## src/rtl/seletor_quadros_if.sv

```systemverilog
// Button/switch inputs and frame outputs of the frame selector, grouped for
// the scanner side (master drives inputs and reads frames, slave is the selector).
interface seletor_quadros_if;
  logic [1:0]  botoes;
  logic        modo_auto;
  logic [2:0]  quadro;
  logic [34:0] padrao;
  logic        novo_quadro;

  modport master (output botoes, modo_auto, input quadro, padrao, novo_quadro);
  modport slave  (input botoes, modo_auto, output quadro, padrao, novo_quadro);
endinterface

```

## src/rtl/seletor_quadros.sv

```systemverilog
// Frame selector for the 7x5 LED matrix: debounced next/previous buttons plus
// an optional auto-play timer step a 3-bit frame index and its registered bitmap.
module seletor_quadros #(
  parameter int DEBOUNCE_CYCLES = 1000000,
  parameter int AUTO_PERIOD     = 25000000
) (
  input logic              clock_50MHz,
  input logic              reset,
  seletor_quadros_if.slave bus
);

  localparam int DB_W = (DEBOUNCE_CYCLES > 2) ? $clog2(DEBOUNCE_CYCLES) : 1;
  localparam int TM_W = (AUTO_PERIOD > 2) ? $clog2(AUTO_PERIOD) : 1;
  localparam logic [DB_W-1:0] DB_LAST = DB_W'(DEBOUNCE_CYCLES - 1);
  localparam logic [TM_W-1:0] TM_LAST = TM_W'(AUTO_PERIOD - 1);

  typedef enum logic {MANUAL, AUTO} estado_t;

  logic [1:0]      botoes_s1, botoes_s2;
  logic            modo_s1, modo_s2;
  logic [DB_W-1:0] db_cnt [2];
  logic [1:0]      nivel, nivel_d, ev;
  logic            ev_prox, ev_ant;

  estado_t         estado, estado_prox;
  logic [TM_W-1:0] timer;
  logic            tick_auto, limpa_timer;

  logic            avanca, recua;
  logic [2:0]      quadro_r, quadro_prox;
  logic [34:0]     padrao_r;
  logic            novo_r;

  function automatic logic [34:0] padrao_de(input logic [2:0] k);
    if (k == 3'd7) return '1;
    return 35'h1F << (5 * k);
  endfunction

  // NOTE: sequential state uses non-blocking assignments so every flop samples
  // pre-edge values; blocking here would collapse the two-stage synchronizer.
  always_ff @(posedge clock_50MHz or posedge reset) begin
    if (reset) begin
      botoes_s1 <= '0;
      botoes_s2 <= '0;
      modo_s1   <= 1'b0;
      modo_s2   <= 1'b0;
    end else begin
      botoes_s1 <= bus.botoes;
      botoes_s2 <= botoes_s1;
      modo_s1   <= bus.modo_auto;
      modo_s2   <= modo_s1;
    end
  end

  // A level is accepted only after it differs from the debounced value for
  // DEBOUNCE_CYCLES consecutive cycles; any return to equality restarts the count.
  always_ff @(posedge clock_50MHz or posedge reset) begin
    if (reset) begin
      for (int i = 0; i < 2; i++) db_cnt[i] <= '0;
      nivel   <= '0;
      nivel_d <= '0;
    end else begin
      nivel_d <= nivel;
      for (int i = 0; i < 2; i++) begin
        if (botoes_s2[i] == nivel[i]) begin
          db_cnt[i] <= '0;
        end else if (db_cnt[i] == DB_LAST) begin
          nivel[i]  <= botoes_s2[i];
          db_cnt[i] <= '0;
        end else begin
          db_cnt[i] <= db_cnt[i] + 1'b1;
        end
      end
    end
  end

  assign ev      = nivel & ~nivel_d;
  assign ev_prox = ev[0];
  assign ev_ant  = ev[1];

  always_ff @(posedge clock_50MHz or posedge reset) begin
    if (reset) estado <= MANUAL;
    else       estado <= estado_prox;
  end

  // NOTE: every always_comb output gets a default first so no path leaves it
  // unassigned, which would otherwise infer a latch.
  always_comb begin
    estado_prox = estado;
    case (estado)
      MANUAL:  if (modo_s2)  estado_prox = AUTO;
      AUTO:    if (!modo_s2) estado_prox = MANUAL;
      default: estado_prox = MANUAL;
    endcase
  end

  always_comb begin
    tick_auto   = 1'b0;
    limpa_timer = 1'b1;
    if (estado == AUTO) begin
      tick_auto   = (timer == TM_LAST);
      limpa_timer = (estado_prox != estado) || tick_auto || (|ev);
    end
  end

  always_ff @(posedge clock_50MHz or posedge reset) begin
    if (reset)            timer <= '0;
    else if (limpa_timer) timer <= '0;
    else                  timer <= timer + 1'b1;
  end

  // Buttons take priority over the timer tick; opposing buttons cancel.
  assign avanca = (ev_prox & ~ev_ant) | (tick_auto & ~ev_prox & ~ev_ant);
  assign recua  = ev_ant & ~ev_prox;

  always_comb begin
    quadro_prox = quadro_r;
    if (avanca)     quadro_prox = quadro_r + 3'd1;
    else if (recua) quadro_prox = quadro_r - 3'd1;
  end

  always_ff @(posedge clock_50MHz or posedge reset) begin
    if (reset) begin
      quadro_r <= 3'd0;
      padrao_r <= 35'h000_0001F;
      novo_r   <= 1'b0;
    end else begin
      novo_r <= avanca | recua;
      if (avanca | recua) begin
        quadro_r <= quadro_prox;
        padrao_r <= padrao_de(quadro_prox);
      end
    end
  end

  assign bus.quadro      = quadro_r;
  assign bus.padrao      = padrao_r;
  assign bus.novo_quadro = novo_r;

endmodule

```

## src/flat_wrapper.sv

```systemverilog
// flat-port wrapper written by rule: the top's interface ports become plain ports
module seletor_quadros_flat 
#(
  parameter int DEBOUNCE_CYCLES = 1000000,
  parameter int AUTO_PERIOD     = 25000000
)
  (clock_50MHz, reset, bus_botoes, bus_modo_auto, bus_quadro, bus_padrao, bus_novo_quadro);
  seletor_quadros_if bus_i ();
  input logic clock_50MHz;
  input logic reset;
  input wire logic [$bits(bus_i.botoes)-1:0] bus_botoes;
  input wire logic [$bits(bus_i.modo_auto)-1:0] bus_modo_auto;
  output wire logic [$bits(bus_i.quadro)-1:0] bus_quadro;
  output wire logic [$bits(bus_i.padrao)-1:0] bus_padrao;
  output wire logic [$bits(bus_i.novo_quadro)-1:0] bus_novo_quadro;
  assign bus_i.botoes = bus_botoes;
  assign bus_i.modo_auto = bus_modo_auto;
  assign bus_quadro = bus_i.quadro;
  assign bus_padrao = bus_i.padrao;
  assign bus_novo_quadro = bus_i.novo_quadro;
  seletor_quadros #(.DEBOUNCE_CYCLES(DEBOUNCE_CYCLES), .AUTO_PERIOD(AUTO_PERIOD)) u_core (.clock_50MHz(clock_50MHz), .reset(reset), .bus(bus_i));
endmodule
```

## config.mk

```make
export PLATFORM = sky130hd
export DESIGN_NAME = seletor_quadros_flat
export DESIGN_NICKNAME = d
export VERILOG_FILES = /design/src/rtl/seletor_quadros_if.sv /design/src/rtl/seletor_quadros.sv /design/src/flat_wrapper.sv
export SDC_FILE = /design/constraint.sdc
export NUM_CORES = 1
export LEC_CHECK = 0
export ABC_AREA = 1
export CORE_MARGIN = 3
export CORE_UTILIZATION = 60
export DETAILED_ROUTE_END_ITERATION = 7
export DONT_BUFFER_PORTS = 1
export GPL_TIMING_DRIVEN = 0
export PLACE_DENSITY = 0.81
export RECOVER_POWER = 100
export REMOVE_ABC_BUFFERS = 1
export SLEW_MARGIN = 10
export SYNTH_ARGS = -nofsm -noshare
export SYNTH_HDL_FRONTEND = slang
export SYNTH_SLANG_ARGS = --single-unit
```

## constraint.sdc

```tcl
create_clock -name clock_50MHz -period 6.1 [get_ports clock_50MHz]
set_input_delay 1.525 -clock clock_50MHz [delete_from_list [all_inputs] [get_ports clock_50MHz]]
set_output_delay 1.525 -clock clock_50MHz [all_outputs]
set_load 0.05 [all_outputs]
```

After elaboration in Yosys (flattened, before gate mapping)
Cells that the tools add are included.
{"block": "word_totals", "word_cells": 59, "input_bits": 5, "output_inout_bits": 39, "regBits": 115}
{"block": "classes", "mux": 14, "shifts": 1, "reduce_logical": 5, "bitwise_logic": 12, "n_mul": 1, "eq_ne": 7, "add_sub_neg": 5}
{"op": "20-bit two-way mux", "n": 4}
{"op": "35-bit two-way mux", "n": 2}
{"op": "20-bit by 1-bit adder with 20-bit output (second input constant)", "n": 2}
{"op": "20-bit equality test (second input constant)", "n": 2}
{"op": "5-bit by 6-bit left shift with 35-bit output (first input constant)", "n": 1}
{"op": "25-bit by 1-bit adder with 25-bit output (second input constant)", "n": 1}
{"op": "25-bit equality test (second input constant)", "n": 1}
{"op": "25-bit two-way mux", "n": 1}
{"op": "3-bit by 3-bit multiplier with 6-bit output (first input constant)", "n": 1}
{"op": "3-bit two-way mux", "n": 2}
{"op": "1-bit two-way mux", "n": 5}
{"op": "1-bit bitwise AND", "n": 4}
{"op": "1-bit inverter", "n": 4}
{"op": "2-bit AND reduction", "n": 2}
{"op": "3-bit by 1-bit adder with 3-bit output (second input constant)", "n": 1}
{"op": "3-bit equality test (second input constant)", "n": 1}
{"op": "3-bit by 1-bit subtractor with 3-bit output (second input constant)", "n": 1}
{"op": "2-bit bitwise AND", "n": 1}
{"op": "1-bit equality test", "n": 2}
{"op": "1-bit logical OR", "n": 2}
{"op": "2-bit inverter", "n": 1}
{"op": "1-bit bitwise OR", "n": 2}
{"op": "2-bit OR reduction", "n": 1}
{"op": "1-bit inequality test", "n": 1}

Depth between registers and ports, before layout
{"block": "logic_depth", "word_depth": 11, "ltp_mapped": 15, "ltp_nobuf": 15}

Worst setup path before layout
No wires, ideal clock.
{"block": "synth_path", "kind": "register to output", "startpoint": "register, netlist name u_core.bus.padrao[4]", "endpoint": "output bus_padrao[1]", "slack_ns": 3.615, "n_path_buf": 1, "required_ns": 4.575, "stages_incl_launch_ff": 2, "t_arrival_ns": 0.960, "cell_sequence": "dfstp_2 > buf_4"}
{"item": "end, declared", "line_no": "flat_wrapper.sv:14", "rtl": "output wire logic [$bits(bus_i.padrao)-1:0] bus_padrao;"}

==> results.sh <==
export IMPL_status="complete, but fails checks"
export IMPL_violations="max-capacitance violations, max-slew violations"
export IMPL_syn_inst=559
export IMPL_drc=0
export IMPL_crit_type="reg2out"
export IMPL_endpoint="bus_padrao[10]"
export IMPL_routed_top_layer="met4"
export IMPL_ys_flop_type="dfrtp_1"
export IMPL_hpwl_mm=6.246
export IMPL_hold_slack_ns=0.3562
export IMPL_ant_nets=0
export IMPL_start_kind="flop"
export IMPL_cp_cell_sequence="clkbuf_1"
export IMPL_drt_iter0_drc=175
export IMPL_reg2reg_depth=4
export IMPL_final_util_pct=63.94
export IMPL_antenna_found_initial=0
export IMPL_cts_tree="built"
export IMPL_tns_ns=0
export IMPL_wl_per_cell_um=13.35
export IMPL_critPathLaunch="u_core.bus.padrao[14]"
export IMPL_cp_end_kind="output pin"
export IMPL_max_cap_violations=7
export IMPL_dpl_worst_slack_ns=3.220
export IMPL_viasPerCell=5.393
export IMPL_grt_usage_pct=21.17
export IMPL_first_pass_iters=4
export IMPL_finalHoldViolCount=0
export IMPL_ys_seq_area_share_pct=46.45
export IMPL_wl_met2_mm=4.259
export IMPL_core_area_um2=7408
export IMPL_fin_ws_ns=1.777
export IMPL_worst_path_buf_inv=1
export IMPL_insertion_delay_ns=0.37
export IMPL_rsz0062_at_grt="false"
export IMPL_drt_wl_total_mm=8.667
export IMPL_slew_violations=14
export IMPL_wl_met1_mm=3.987
export IMPL_start_util_pct=63.30
export IMPL_leakagePower_nw=2.082
export IMPL_synth_edff_count=0
export IMPL_path_delay_family="buffers and inverters"
export IMPL_synth_cell_types=42
export IMPL_design_power_total_uw=992.0
export IMPL_cp_required_ns=4.58
export IMPL_row_count=31
export IMPL_stdcell_count=649
export IMPL_stdcell_area_um2=4737
export IMPL_reg2reg_slack_ns=3.29
export IMPL_synth_seq_cells=87
export IMPL_nets=555
export IMPL_cp_slowest_cell="clkbuf_1"
export IMPL_area_growth_pct=1.014
export IMPL_slew_headroom_pct=-93.88
export IMPL_holdCritPathClass="reg2reg"
export IMPL_ctsHtreeMaxLevel=3
export IMPL_cts_made_buffers=9
export IMPL_r2r_end="u_core.bus.padrao[14]"
export IMPL_die_h_um=94.41
export IMPL_grt_ovfl_total=0
export IMPL_io_buffers=0
export IMPL_timing_rr_start="u_core.bus.padrao[14]"
export IMPL_syn_cell_area_um2=4689
export IMPL_placedCellCount=633
export IMPL_die_x_um=94.41
export IMPL_grt_pass1_vias=3420
export IMPL_fin_crit_ns=4.323
export IMPL_grt_pass1_wl_mm=14.90
export IMPL_finClkSkew_ns=0.008853
export IMPL_finalSetupViolations=0
export IMPL_hold_depth=0
export IMPL_ys_warn_count=0
export IMPL_cp_depth=1
export IMPL_place_congestion=0.8706
export IMPL_dieArea_um2=8912
export IMPL_ctsHoldBuffers=0
export IMPL_power_density_nw_per_um2=209.4
export IMPL_period_share_pct=70.87
export IMPL_placed_cell_area_um2=4669
export IMPL_cts_resized=0
export IMPL_ios=44
export IMPL_cts_sinks=87
export IMPL_cts_buffer_depth=2
export IMPL_syn_avg_cell_area_um2=8.389
export IMPL_max_freq_mhz=231.3
export IMPL_drive_above_1_share_pct=9.273
export IMPL_cts_root_buf="clkbuf_8"
export IMPL_wl_met3_um=305
export IMPL_cpPeakStageDelay_ns=2.06
export IMPL_tightest_slew_ns=2.908
export IMPL_synthArstFlopShare_pct=100.0
export IMPL_cts_setup_buffers=0
export IMPL_worstPathMaxFanout=6
export IMPL_vias=3500
export IMPL_diodes=0
export IMPL_peakVddDrop_mv=0.1592
export IMPL_clk_pin_slew_ns=0.09
export IMPL_grt_max_degree=69
export IMPL_crit_arrival_ns=2.80
-- power by group --
| group | internal, mW | total, mW | leakage [nW] | switching [mW] |
|---|---|---|---|---|
| clock network | 0.160 | 0.375 | 0.0849 | 0.215 |
| logic | 0.00752 | 0.0308 | 0.809 | 0.0233 |
| registers | 0.582 | 0.586 | 1.19 | 0.00379 |
-- cells by family after synthesis --
| kind of cell | after synthesis | share of synthesized area (%) |
|---|---|---|
| AND/OR/NAND/NOR | 274 | 29.32 |
| buffers and inverters | 108 | 10.97 |
| flip-flops | 87 | 46.45 |
| AO/OA/AOI/OAI | 60 | 7.150 |
| XOR/XNOR | 23 | 4.296 |
| adder cells (fa/ha/maj) | 5 | 1.334 |
| multiplexers | 2 | 0.4802 |
-- cell usage after synthesis, types with 2 or more instances --
cell type	number	area, µm²
inv_2	5	18.77
nor2_1	66	247.7
nor3_1	24	120.1
clkbuf_1	3	11.26
nor3_2	3	30.03
mux2_2	2	22.52
a31oi_1	3	18.77
nand4_1	12	75.07
nor2_2	5	31.28
nand2_1	94	352.8
ha_1	5	62.56
nor2_4	5	56.30
nand2_2	9	56.30
nand3_1	29	145.1
buf_4	28	210.2
nand2_4	5	56.30
xor2_1	18	157.7
xnor2_1	5	43.79
o21ai_0	16	80.08
nor4_1	6	37.54
dfrtp_1	86	2152
and3_1	4	25.02
nand3b_1	2	15.01
nand3_2	4	40.04
nor3b_1	2	15.01
o21a_1	2	15.01
a21oi_1	30	150.1
o21ai_1	3	15.01
buf_2	2	10.01
inv_1	69	259.0
-- cells in the final DEF (no fill, tap or decap), types with 2 or more instances in the layout --
cell and count:
clkinvlp_4 3, inv_2 4, nand4_1 12, nor2_4 2, nand3_1 30, buf_1 6
inv_1 69, nand3b_1 2, xnor2_1 5, mux2_2 2, and3_1 4, nor4_1 8
dfrtp_1 85, nand2_1 98, nor3_1 25, nand2_2 8, nor2_2 3, o21ai_1 2
o21a_1 2, xor2_1 18, nor3_2 2, ha_1 5, clkbuf_8 10, nand3_2 3
a31oi_1 3, nor2_1 71, clkinv_2 2, nor3b_1 2, o21ai_0 17, a21oi_1 30
nand2_4 2
-- registers in the layout, summed over array words and instances (netlist names) --
name and cells:
u_core.modo_s2 1, u_core.bus.quadro 3, u_core.botoes_s2 2, u_core.modo_s1 1
u_core.bus.novo_quadro 1, u_core.timer 25, u_core.db_cnt 40, u_core.botoes_s1 2
u_core.bus.padrao 7, u_core.nivel 2, u_core.estado 1, u_core.nivel_d 2
-- area by class of cell --
| class | instances | area (µm²) |
|---|---|---|
| sequential | 87 | 2180 |
| clock buffer | 10 | 137.6 |
| clock inverter | 6 | 45.04 |
| fill | 626 | 2671 |
| inverter | 75 | 284.0 |
| timing repair buffer | 8 | 53.80 |
| multi-input combinational | 364 | 1913 |
| tap | 99 | 123.9 |
-- layer usage --
| metal | track usage (%) | vias to the layer above |
|---|---|---|
| li1 | - | 1752 |
| met1 | 26.75 | 1682 |
| met2 | 35.87 | 53 |
| met3 | 4.940 | 13 |
| met4 | 7.220 | 0 |
| met5 | 0 | - |
-- worst min path at each step --
| stage | start | endpoint | slack, ns |
|---|---|---|---|
| 4_1_cts | u_core.modo_s1 | u_core.modo_s2 | 0.36 |
| 3_3_place_gp | u_core.modo_s1 | u_core.modo_s2 | 0.33 |
| 6_report | u_core.botoes_s1[1] | u_core.botoes_s2[1] | 0.36 |
| 3_5_place_dp | u_core.botoes_s1[0] | u_core.botoes_s2[0] | 0.34 |
| 2_1_floorplan | u_core.botoes_s1[0] | u_core.botoes_s2[0] | 0.33 |
| 5_1_grt | u_core.botoes_s1[0] | u_core.botoes_s2[0] | 0.37 |
Note: power is estimated with default switching activity, not from simulation.
